### src/rtl/player_pkg.sv
// Shared types and defaults for the sample playback sequencer.
// State encoding and the valid/ready pair encoding used by the top level.
package player_pkg;

  typedef enum logic [2:0] {
    IDLE,
    FETCH,
    LATCH,
    PRESENT,
    WAIT
  } state_e;

  localparam int ClkDivDefault = 1042;

  // {valid, ready} as seen by the output stage
  typedef enum logic [1:0] {
    HS_NONE  = 2'b00,
    HS_RDY   = 2'b01,
    HS_STALL = 2'b10,
    HS_XFER  = 2'b11
  } hs_e;

endpackage

### src/rtl/sample_tick_gen.sv
// Sample-period modulo counter; tick marks the terminal count.
// Held at zero while cleared, counts only while enabled.
module sample_tick_gen
  import player_pkg::*;
#(
  parameter int ClkDiv = ClkDivDefault
) (
  input  logic clk,
  input  logic reset,
  input  logic clear,
  input  logic enable,
  output logic tick
);

  localparam int CntW = $clog2(ClkDiv);

  logic [CntW-1:0] cnt;

  assign tick = enable && (cnt == CntW'(ClkDiv - 1));

  always_ff @(posedge clk or negedge reset) begin
    if (!reset) begin
      cnt <= '0;
    end else if (clear) begin
      cnt <= '0;
    end else if (enable) begin
      cnt <= tick ? '0 : cnt + 1'b1;
    end
  end

endmodule

### src/rtl/sample_player.sv
// Playback sequencer: walks memory 0..LastAddr at the sample rate
// and hands each word to the output stage over valid/ready.
module sample_player
  import player_pkg::*;
#(
  parameter int AddressWidth = 10,
  parameter int DataWidth    = 16,
  parameter int ClkDiv       = ClkDivDefault,
  parameter int LastAddr     = 2 ** AddressWidth - 1
) (
  input  logic                    clk,
  input  logic                    reset,
  input  logic                    start,
  input  logic                    stop,
  input  logic                    loop,
  output logic [AddressWidth-1:0] read_addr,
  input  logic [DataWidth-1:0]    mem_data,
  output logic [DataWidth-1:0]    sample_out,
  output logic                    sample_valid,
  input  logic                    sample_ready,
  output logic                    busy,
  output logic                    done,
  output logic                    underrun
);

  localparam logic [AddressWidth-1:0] LastA =
    AddressWidth'(LastAddr);

  state_e                  state;
  logic [AddressWidth-1:0] addr_cnt;
  logic [DataWidth-1:0]    last_acc;
  logic                    tick;
  logic                    tick_pending;
  logic                    tick_due;
  logic                    at_last;
  hs_e                     hs;

  assign busy      = (state != IDLE);
  assign read_addr = addr_cnt;
  assign tick_due  = tick || tick_pending;
  assign at_last   = (addr_cnt == LastA);
  assign hs        = hs_e'({sample_valid, sample_ready});

  sample_tick_gen #(
    .ClkDiv(ClkDiv)
  ) u_tick (
    .clk   (clk),
    .reset (reset),
    .clear (!busy),
    .enable(busy),
    .tick  (tick)
  );

  always_ff @(posedge clk or negedge reset) begin
    if (!reset) begin
      state        <= IDLE;
      addr_cnt     <= '0;
      sample_out   <= '0;
      last_acc     <= '0;
      sample_valid <= 1'b0;
      done         <= 1'b0;
      underrun     <= 1'b0;
      tick_pending <= 1'b0;
    end else begin
      done <= 1'b0;
      if (tick) tick_pending <= 1'b1;
      if (tick && (state == PRESENT || tick_pending))
        underrun <= 1'b1;

      if (stop) begin
        // unaccepted sample is dropped; show the last one taken
        state        <= IDLE;
        addr_cnt     <= '0;
        sample_valid <= 1'b0;
        sample_out   <= last_acc;
        tick_pending <= 1'b0;
      end else begin
        unique case (state)
          IDLE: begin
            if (start) begin
              state        <= FETCH;
              addr_cnt     <= '0;
              underrun     <= 1'b0;
              tick_pending <= 1'b0;
            end
          end
          FETCH: begin
            state <= LATCH;
          end
          LATCH: begin
            sample_out   <= mem_data;
            sample_valid <= 1'b1;
            state        <= PRESENT;
          end
          PRESENT: begin
            if (hs == HS_XFER) begin
              sample_valid <= 1'b0;
              last_acc     <= sample_out;
              if (at_last && !loop) begin
                state        <= IDLE;
                done         <= 1'b1;
                addr_cnt     <= '0;
                tick_pending <= 1'b0;
              end else begin
                addr_cnt <= at_last ? '0 : addr_cnt + 1'b1;
                if (tick_due) begin
                  state        <= FETCH;
                  tick_pending <= 1'b0;
                end else begin
                  state <= WAIT;
                end
              end
            end
          end
          WAIT: begin
            if (tick_due) begin
              state        <= FETCH;
              tick_pending <= 1'b0;
            end
          end
          default: state <= IDLE;
        endcase
      end
    end
  end

endmodule
### config.mk
export PLATFORM = sky130hd
export DESIGN_NAME = sample_player
export DESIGN_NICKNAME = d
export VERILOG_FILES = /design/src/rtl/player_pkg.sv /design/src/rtl/sample_tick_gen.sv /design/src/rtl/sample_player.sv
export SDC_FILE = /design/constraint.sdc
export NUM_CORES = 1
export LEC_CHECK = 0
export ABC_AREA = 1
export CAP_MARGIN = 20
export CORE_MARGIN = 2
export CORE_UTILIZATION = 40
export CTS_BUF_LIST = sky130_fd_sc_hd__clkbuf_8
export CTS_CLUSTER_SIZE = 16
export DETAILED_ROUTE_END_ITERATION = 8
export PLACE_DENSITY_LB_ADDON = 0.08
export SETUP_SLACK_MARGIN = 0.15
export SLEW_MARGIN = 20
export SYNTH_ARGS = -nofsm -noshare
export SYNTH_HDL_FRONTEND = slang
export SYNTH_SLANG_ARGS = --single-unit
### constraint.sdc
create_clock -name clk -period 1.7 [get_ports clk]
set_input_delay 0.34 -clock clk [delete_from_list [all_inputs] [get_ports clk]]
set_output_delay 0.34 -clock clk [all_outputs]
set_load 0.005 [all_outputs]
==> impl_metrics.env, run 1 <==
export IMPL_status="complete, no violations"
export IMPL_grt_antenna_before_repair=0
export IMPL_layoutNonFillerInstCount=548
export IMPL_path_delay_family="buffers and inverters"
export IMPL_finalSetupViolCount=0
export IMPL_dr_pass1_iters=6
export IMPL_rsz0062_at_grt="true"
export IMPL_yosys_warnings=0
export IMPL_synth_compound_area_share_pct=4.67
export IMPL_drc=0
export IMPL_syn_nets=351
export IMPL_max_stage_delay_ns=0.40
export IMPL_ios=52
export IMPL_cp_required_ns=1.95
export IMPL_drv_cap=0
export IMPL_dr_total_vias=2627
export IMPL_cellPowerDensity_nw_per_um2=1180
export IMPL_cp_startpoint="state[0]"
export IMPL_grtUsageTotal_pct=19.2
export IMPL_placementRows=31
export IMPL_critPathCaptureType="flip-flop"
export IMPL_cts_buffers=9
export IMPL_clkLatencyLatePin_ns=0.33
export IMPL_synth_xor_xnor_area_share_pct=2.40
export IMPL_cp_slowest_cell="dfrtp_1"
export IMPL_fillers=624
export IMPL_first_iter_violations=86
export IMPL_ant_nets=0
export IMPL_finalMaxSlewViolations=0
export IMPL_cts_tree="yes"
export IMPL_start_util_pct=40.7
export IMPL_drt_vias_per_instance=4.79
export IMPL_arrival_ns=1.90
export IMPL_grt_pass1_wl_um=11700
export IMPL_grt_max_degree=61
export IMPL_worstReg2RegStart="state[0]"
export IMPL_dieArea_um2=8000
export IMPL_crit_path_frequent_cell="buf_6"
export IMPL_min_path_type="input port to async pin"
export IMPL_die_x_um=89.4
export IMPL_areaGrowthSynthToFinish_pct=54.5
export IMPL_cts_hold_buf=0
export IMPL_final_nets=469
export IMPL_chipHeight_um=89.4
export IMPL_drive_above_1_share_pct=32.3
export IMPL_hold_viol_final=0
export IMPL_ir_drop_mv=0.511
export IMPL_period_share_pct=97.1
export IMPL_path_class="flip-flop to flip-flop"
export IMPL_postSynthCellCount=326
export IMPL_crit_chain="buf_6, buf_6, nand2_4, nor2_4, buf_6, nand3_4, nand2_4, nor2_4, buf_12, buf_16, nand3_1, o21ai_1"
export IMPL_yosys_area_share_adder_pct=1.29
export IMPL_routabilityCongestion=0.806
export IMPL_numClockSinks=60
export IMPL_root_buffer="clkbuf_8"
export IMPL_slew_headroom_pct=78.1
export IMPL_yosysUniqueCellTypes=32
export IMPL_crit_path_start_kind="flip-flop"
export IMPL_portBuffers=51
export IMPL_worstMarginPinSlew_ns=0.326
export IMPL_routed_wl_um=7460
export IMPL_synth_mux_area_share_pct=7.33
export IMPL_fmax_mhz=606
export IMPL_p_leak_uw=0.00241
export IMPL_yosys_area_share_simple_pct=26.8
export IMPL_fin_total_pwr_uw=5320
export IMPL_fin_skew_ns=0.00832
export IMPL_synth_area_per_cell_um2=8.96
export IMPL_htreeDepth=3
export IMPL_dp_cells=483
export IMPL_grt_pass1_vias=2441
export IMPL_cp_num_buf_inv=5
export IMPL_diodes=0
export IMPL_clkSlewWorstSetupHoldPaths_ns=0.07
export IMPL_synth_area_um2=2920
export IMPL_seq_area_frac_synth_pct=51.4
export IMPL_dp_hpwl_um=4420
export IMPL_fin_crit_ns=1.65
export IMPL_synth_top_family_by_area="simple AND/OR/NAND/NOR gates"
export IMPL_overflow=0
export IMPL_synth_seq_cells=60
export IMPL_core_area_um2=7180
export IMPL_worstPathMaxFanout=7
export IMPL_cts_buffer_depth=2
export IMPL_wl_per_cell_um=13.6
[through the flow]
stage          hold slack [ns]  util, %  setup TNS (ns)  instance area, um^2  setup WS, ns
2_1_floorplan           0.0444        -               0                 2920         0.263
3_3_place_gp             0.382     50.9           -3.77                 3650        -0.145
3_5_place_dp             0.376     50.9           -5.00                 3650        -0.181
4_1_cts                 0.0137     59.3               0                 4250        0.0674
5_1_grt                 0.0287     62.9         -0.0875                 4510       -0.0474
6_report               0.00386     62.9               0                 4510        0.0499
[metal layers]
layer / share of wire, % / global-route usage, %
met5: 0 / 0
met4: 1.6 / 6.92
met3: 3.3 / 3.97
met2: 49 / 30.6
met1: 47 / 26.0
[what timing repair did]
action,CTS,global route
resized for setup,39,61
gates cloned,2,0
setup buffers,41,6
pin swaps,11,15
setup endpoints to repair,39,64
[sequential cells by signal, summed over array words and instances (netlist names)]
register,count
underrun,1
sample_out,16
state,3
tick_pending,1
last_acc,16
done,1
read_addr,10
sample_valid,1
u_tick.cnt,11
[report_power, final]
group	internal, uW	switching [uW]
clock	668	590
combinational	1200	1010
sequential	1680	167
[synth_stat cells]
library cell / instances / area (um^2)
inv_2: 1 / 3.75
nand4_1: 6 / 37.5
buf_6: 1 / 11.3
ha_1: 3 / 37.5
xnor2_1: 1 / 8.76
nor2_1: 58 / 218
nand3_1: 16 / 80.1
nand2_1: 58 / 218
clkbuf_1: 3 / 11.3
and3_1: 1 / 6.26
buf_2: 3 / 15.0
a22oi_2: 1 / 12.5
mux2_2: 7 / 78.8
nor2_2: 1 / 6.26
nor2_8: 1 / 20.0
o21ai_0: 9 / 45.0
nand2_2: 2 / 12.5
a21oi_1: 5 / 25.0
inv_4: 1 / 6.26
xor2_1: 7 / 61.3
buf_1: 1 / 3.75
mux2_4: 9 / 135
nand3_2: 1 / 10.0
dfrtp_1: 60 / 1500
a31oi_1: 6 / 37.5
inv_1: 30 / 113
nand2_4: 1 / 11.3
a221oi_1: 1 / 8.76
buf_8: 1 / 15.0
nor3_1: 28 / 140
o21a_1: 1 / 7.51
nor2_4: 2 / 22.5
[layout make-up]
cell class	instances	area (um^2)	share of cell area, %
well taps	99	124	2.74
repair buffers	116	1130	25.1
inverters	32	123	2.72
clock buffers	9	124	2.74
multi-input cells	225	1440	31.9
clock inverters	7	67.6	1.50
flip-flops and latches	60	1500	33.3
[final timing paths]
check                      slack [ns]  cells after the start            end
setup / recovery                 0.05                     12   read_addr[4]
hold / removal                  0.004                      2  u_tick.cnt[7]
setup reg to reg                 0.05                     12   read_addr[4]
hold reg to reg                  0.51                      1  u_tick.cnt[0]
max in group asynchronous        1.41                      2   read_addr[8]
min in group clk                 0.51                      1  u_tick.cnt[0]
[kinds of logic after synthesis]
| logic type | Yosys count |
|---|---|
| flip-flops | 60 |
| AO/OA/AOI/OAI | 23 |
| multiplexers | 16 |
| XOR/XNOR | 8 |
| buffers and inverters | 41 |
| AND/OR/NAND/NOR | 175 |
| adder cells (fa/ha/maj) | 3 |
[cell usage in the layout (no fill, tap or decap), types with 8 or more instances in the layout]
cell,Yosys,final
inv_1,30,26
nand2_4,1,8
nand3_1,16,13
dlygate4sd2_1,0,14
clkdlybuf4s50_1,0,21
buf_4,0,51
nor3_1,28,23
dlymetal6s2s_1,0,14
mux2_4,9,16
nand2_1,58,49
dfrtp_1,60,59
nor2_1,58,51
clkbuf_8,0,9
Power figures use the tool's default switching activity.
==> inputs of run 2 (changes only) <==
--- a/config.mk
+++ b/config.mk
@@ -12,8 +12,11 @@
 export CTS_BUF_LIST = sky130_fd_sc_hd__clkbuf_8
 export CTS_CLUSTER_SIZE = 16
 export DETAILED_ROUTE_END_ITERATION = 8
+export GPL_TIMING_DRIVEN = 1
+export MAX_ROUTING_LAYER = met4
 export PLACE_DENSITY_LB_ADDON = 0.08
 export SETUP_SLACK_MARGIN = 0.15
+export SKIP_LAST_GASP = 1
 export SLEW_MARGIN = 20
 export SYNTH_ARGS = -nofsm -noshare
 export SYNTH_HDL_FRONTEND = slang
==> run 2 against run 1 <==
Non-clock buffer count unchanged. Register-to-register slack about the same. Maximum frequency down 0.43%. Sequential share of layout area up 0.60 points. Sequential cell count unchanged. Via count down 0.23%. Largest power group unchanged.
==> impl_metrics.env, run 2 (synthesized netlist as in run 1, its figures left out) <==
export IMPL_fmax_mhz=603
export IMPL_ir_drop_mv=0.506
export IMPL_grtUsageTotal_pct=19.9
export IMPL_final_common_cell="dfrtp_1"
export IMPL_diodes=0
export IMPL_met2_usage_pct=30.5
export IMPL_largest_registers="last_acc x16, sample_out x16, u_tick.cnt x11"
export IMPL_critPathCaptureType="flip-flop"
export IMPL_fin_skew_ns=0.00852
export IMPL_worstReg2RegStart="state[0]"
export IMPL_rsz0062_at_grt="true"
export IMPL_routed_wl_um=7300
export IMPL_path_class="flip-flop to flip-flop"
export IMPL_die_x_um=89.4
export IMPL_p_leak_uw=0.00236
export IMPL_routabilityCongestion=0.818
export IMPL_min_path_type="input port to async pin"
export IMPL_worstRegToRegCells=12
export IMPL_overflow=0
export IMPL_fin_crit_ns=1.66
export IMPL_hold_viol_final=0
export IMPL_htreeDepth=3
export IMPL_clkLatencyLatePin_ns=0.33
export IMPL_core_area_um2=7180
export IMPL_first_iter_violations=105
export IMPL_cts_buffers=9
export IMPL_wl_per_cell_um=13.3
export IMPL_ant_nets=0
export IMPL_placementRows=31
export IMPL_areaGrowthSynthToFinish_pct=51.8
export IMPL_dieArea_um2=8000
export IMPL_ios=52
export IMPL_status="complete, no violations"
export IMPL_dr_pass1_iters=4
export IMPL_grtUsageMet3_pct=3.69
export IMPL_finalMaxSlewViolations=0
export IMPL_grt_pass1_vias=2430
export IMPL_rrSetupSlack_ns=0.04
export IMPL_portBuffers=51
export IMPL_r2r_end="read_addr[4]"
export IMPL_clkSlewWorstSetupHoldPaths_ns=0.07
export IMPL_finalSetupViolCount=0
export IMPL_grt_pass1_wl_um=11700
export IMPL_cts_tree="yes"
export IMPL_dp_cells=483
export IMPL_cellPowerDensity_nw_per_um2=1180
export IMPL_root_buffer="clkbuf_8"
export IMPL_cts_buffer_depth=2
export IMPL_dp_hpwl_um=4420
export IMPL_final_area_um2=4430
export IMPL_worstPathMaxFanout=7
export IMPL_final_nets=469
export IMPL_crit_path_start_kind="flip-flop"
export IMPL_slew_headroom_pct=77.9
export IMPL_drc=0
export IMPL_layout_common_cells="59 x dfrtp_1, 53 x nor2_1, 52 x nand2_1"
export IMPL_drv_cap=0
export IMPL_drive_above_1_share_pct=29.8
export IMPL_start_util_pct=40.7
export IMPL_fin_util_pct=61.8
export IMPL_place_area_um2=3650
export IMPL_top_usage_layer="met2"
export IMPL_tns_ns=0
export IMPL_grt_antenna_before_repair=0
export IMPL_layoutNonFillerInstCount=548
export IMPL_drt_vias_per_instance=4.78
export IMPL_dr_total_vias=2621
export IMPL_use_met1_pct=26.4
export IMPL_numClockSinks=60
export IMPL_arrival_ns=1.91
export IMPL_worstMarginPinSlew_ns=0.331
export IMPL_cp_required_ns=1.96
export IMPL_chipHeight_um=89.4
export IMPL_period_share_pct=97.5
export IMPL_grt_max_degree=61
-- run 2: changes by cell type in the layout (fill, tap and decap cells not counted), moves of 2 or more --
cell	previous run	this run
mux2_2	0	7
mux2_4	16	9
nand2_1	49	52
nand2_2	3	5
nand2_4	8	3
nor2_1	51	53
nor2_2	7	5
o21ai_1	3	6
o21ai_2	3	0
-- run 2: power by group --
part	total (uW)	switching (uW)	internal (uW)
clock	1260	594	668
combinational	2130	962	1160
sequential	1840	163	1680
-- run 2: repair_timing --
action,in CTS,in global routing
gates resized for setup,39,38
gates cloned,2,0
pin swaps,11,12
buffers inserted,41,6
setup endpoints to repair,39,64
hold buffers,0,0
-- run 2: worst max path at each step --
| stage | start | to | slack [ns] | cells after the start |
|---|---|---|---|---|
| floorplan | state[1] | last_acc[10] | 0.26 | 7 |
| global placement | stop | read_addr[5] | -0.14 | 8 |
| detailed placement | stop | read_addr[5] | -0.18 | 8 |
| CTS | state[0] | read_addr[5] | 0.07 | 12 |
| global route | state[0] | read_addr[4] | -0.05 | 12 |
| finish | state[0] | read_addr[4] | 0.04 | 12 |
-- run 2: final cells by class --
| type | instances | area, um^2 |
|---|---|---|
| fillers | 636 | 2740 |
| flip-flops and latches | 60 | 1500 |
| multi-input cells | 225 | 1350 |
| repair buffers | 116 | 1140 |
| clock buffers | 9 | 124 |
| well taps | 99 | 124 |
| inverters | 32 | 123 |
| clock inverters | 7 | 67.6 |
-- run 2: metal layers --
| metal | share of wire (%) | up-vias |
|---|---|---|
| li1 | - | 1301 |
| met1 | 47 | 1259 |
| met2 | 48 | 51 |
| met3 | 3.5 | 10 |
| met4 | 1.6 | 0 |
| met5 | 0 | - |
-- run 2: through the flow --
| step | hold WS (ns) | power [uW] | setup slack, ns |
|---|---|---|---|
| floorplan | 0.0444 | 2650 | 0.263 |
| CTS | 0.0137 | 5100 | 0.0674 |
| global placement | 0.382 | 3270 | -0.145 |
| global route | 0.0289 | 5570 | -0.0459 |
| finish | 0.000222 | 5230 | 0.0429 |
| detailed placement | 0.376 | 3290 | -0.181 |
-- run 2: worst max-delay path: stages, from the launching register on --
cell and delay [ns]:
dfrtp_1 0.40, buf_6 0.12, buf_6 0.11, nand2_4 0.06, nor2_4 0.05, buf_6 0.13
nand3_4 0.06, nand2_4 0.07, nor2_4 0.18, buf_12 0.13, buf_16 0.10, nand3_1 0.07
o21ai_1 0.09
==> inputs of run 3 (changes only) <==
--- a/config.mk
+++ b/config.mk
@@ -17,7 +17,7 @@
 export PLACE_DENSITY_LB_ADDON = 0.08
 export SETUP_SLACK_MARGIN = 0.15
 export SKIP_LAST_GASP = 1
-export SLEW_MARGIN = 20
 export SYNTH_ARGS = -nofsm -noshare
 export SYNTH_HDL_FRONTEND = slang
 export SYNTH_SLANG_ARGS = --single-unit
+export TNS_END_PERCENT = 10
==> run 3 against run 2 <==
Clock power barely moved. Sequential power about the same. Via count is 3.7% lower. Sequential share of layout area grew 1.7 points. Die area unchanged. Clock skew is essentially flat. Cell count shrank 4.0%. Non-clock buffer count down 22. Global-route usage shrank 0.44 points. Cell area is 4.9% lower. Critical path type unchanged. Critical endpoint unchanged. Largest power group unchanged. Highest routed layer unchanged.
==> impl_metrics.env, run 3 (synthesized netlist as in run 1, its figures left out) <==
export IMPL_cts_tree="yes"
export IMPL_status="complete, no violations"
export IMPL_routabilityCongestion=0.818
export IMPL_arrival_ns=1.91
export IMPL_drc=0
export IMPL_worstPathMaxFanout=7
export IMPL_crit_chain="buf_6, buf_6, nand2_4, nor2_4, buf_6, nand3_4, nand2_4, nor2_4, buf_12, buf_16, nand3_1, o21ai_1"
export IMPL_fin_skew_ns=0.00809
export IMPL_largest_registers="last_acc x16, sample_out x16, u_tick.cnt x11"
export IMPL_grt_max_degree=61
export IMPL_clkSlewWorstSetupHoldPaths_ns=0.07
export IMPL_p_leak_uw=0.00203
export IMPL_path_class="flip-flop to flip-flop"
export IMPL_cts_buffers=9
export IMPL_numClockSinks=60
export IMPL_ant_nets=0
export IMPL_chipHeight_um=89.4
export IMPL_slew_headroom_pct=76.4
export IMPL_drv_cap=0
export IMPL_cp_slowest_cell="dfrtp_1"
export IMPL_routed_wl_um=7050
export IMPL_worstMarginPinSlew_ns=0.351
export IMPL_root_buffer="clkbuf_8"
export IMPL_overflow=0
export IMPL_drive_above_1_share_pct=25.3
export IMPL_period_share_pct=97.8
export IMPL_dp_cells=483
export IMPL_placementRows=31
export IMPL_drt_vias_per_instance=4.80
export IMPL_fmax_mhz=601
export IMPL_cp_required_ns=1.95
export IMPL_clkLatencyLatePin_ns=0.33
export IMPL_dp_hpwl_um=4420
export IMPL_grt_pass1_vias=2349
export IMPL_tns_ns=0
export IMPL_first_iter_violations=104
export IMPL_dr_pass1_iters=4
export IMPL_min_path_type="input port to async pin"
export IMPL_areaGrowthSynthToFinish_pct=44.4
export IMPL_max_stage_delay_ns=0.40
export IMPL_wl_per_cell_um=13.4
export IMPL_layout_common_cells="59 x dfrtp_1, 56 x nor2_1, 51 x nand2_1"
export IMPL_critPathCaptureType="flip-flop"
export IMPL_start_util_pct=40.7
export IMPL_crit_path_start_kind="flip-flop"
export IMPL_die_x_um=89.4
export IMPL_dr_total_vias=2523
export IMPL_ios=52
export IMPL_dieArea_um2=8000
export IMPL_grt_pass1_wl_um=11400
export IMPL_diodes=0
export IMPL_layoutNonFillerInstCount=526
export IMPL_fin_crit_ns=1.66
export IMPL_ir_drop_mv=0.472
export IMPL_finalMaxSlewViolations=0
export IMPL_rsz0062_at_grt="true"
export IMPL_cts_hold_buf=0
export IMPL_final_nets=447
export IMPL_path_delay_family="buffers and inverters"
export IMPL_portBuffers=51
export IMPL_cellPowerDensity_nw_per_um2=1210
export IMPL_crit_path_frequent_cell="buf_6"
export IMPL_core_area_um2=7180
export IMPL_cp_num_buf_inv=5
export IMPL_finalSetupViolCount=0
export IMPL_grt_antenna_before_repair=0
export IMPL_cts_buffer_depth=2
export IMPL_fin_total_pwr_uw=5120
export IMPL_hold_viol_final=0
export IMPL_final_common_cell="dfrtp_1"
export IMPL_grtUsageTotal_pct=19.4
export IMPL_htreeDepth=3
-- run 3: cell count changes in the layout (fill, tap and decap cells not counted), moves of 3 or more --
cell / previous run / this run
clkdlybuf4s50_1: 21 / 47
buf_6: 7 / 4
nor3_1: 24 / 27
nor2_1: 53 / 56
dlygate4sd2_1: 14 / 2
dlymetal6s2s_1: 14 / 0
buf_4: 51 / 32
nor2_2: 5 / 1
nand2_4: 3 / 6
-- run 3: power by group --
| group | leakage, uW | switching [uW] | total (uW) | internal [uW] |
|---|---|---|---|---|
| logic | 0.00114 | 913 | 2000 | 1090 |
| registers | 0.000801 | 190 | 1870 | 1680 |
| clock network | 0.0000910 | 581 | 1250 | 668 |
-- run 3: what timing repair did --
action,4_1_cts,5_1_grt
endpoints found under the hold margin,0,0
gates resized for setup,25,20
setup endpoints to repair,39,76
pin swaps,9,14
setup buffers,20,5
cloned,2,0
-- run 3: final cells by class --
class | instances | area (um^2)
clock buffer | 9 | 124
clock inverter | 7 | 67.6
fill | 650 | 2960
inverter | 32 | 123
multi-input combinational | 225 | 1330
sequential | 60 | 1500
tap | 99 | 124
timing repair buffer | 94 | 943
-- run 3: metal layers --
layer / vias to the layer above / wire (um) / track usage (%)
met1: 1217 / 3400 / 26.1
met2: 45 / 3360 / 29.4
li1: 1253 / - / -
met4: 0 / 69 / 6.92
met3: 8 / 216 / 3.69
met5: - / 0 / -
-- run 3: path summary, 6_finish.rpt --
check                              start             to  slack, ns  depth (start not counted)
worst max-delay path            state[0]   read_addr[4]       0.04                         12
worst min-delay path               reset  u_tick.cnt[7]      0.003                          2
worst max register to register  state[0]   read_addr[4]       0.04                         12
worst min register to register  underrun       underrun       0.51                          1
max in group asynchronous          reset   read_addr[8]       1.39                          2
min in group clk                underrun       underrun       0.51                          1
-- run 3: worst register-to-register path: stages, from the launching register on --
cell	delay, ns
dfrtp_1	0.40
buf_6	0.12
buf_6	0.12
nand2_4	0.06
nor2_4	0.05
buf_6	0.13
nand3_4	0.06
nand2_4	0.07
nor2_4	0.17
buf_12	0.13
buf_16	0.11
nand3_1	0.07
o21ai_1	0.09
-- run 3: per-stage QoR --
stage | hold slack (ns) | setup WS (ns) | util (%) | cell area, um^2
finish | 0.00275 | 0.0371 | 58.8 | 4220
CTS | 0.0137 | 0.0674 | 57.3 | 4110
global placement | 0.382 | -0.145 | 50.9 | 3650
floorplan | 0.0444 | 0.263 | - | 2920
global route | 0.0277 | -0.0264 | 58.8 | 4220
detailed placement | 0.376 | -0.181 | 50.9 | 3650
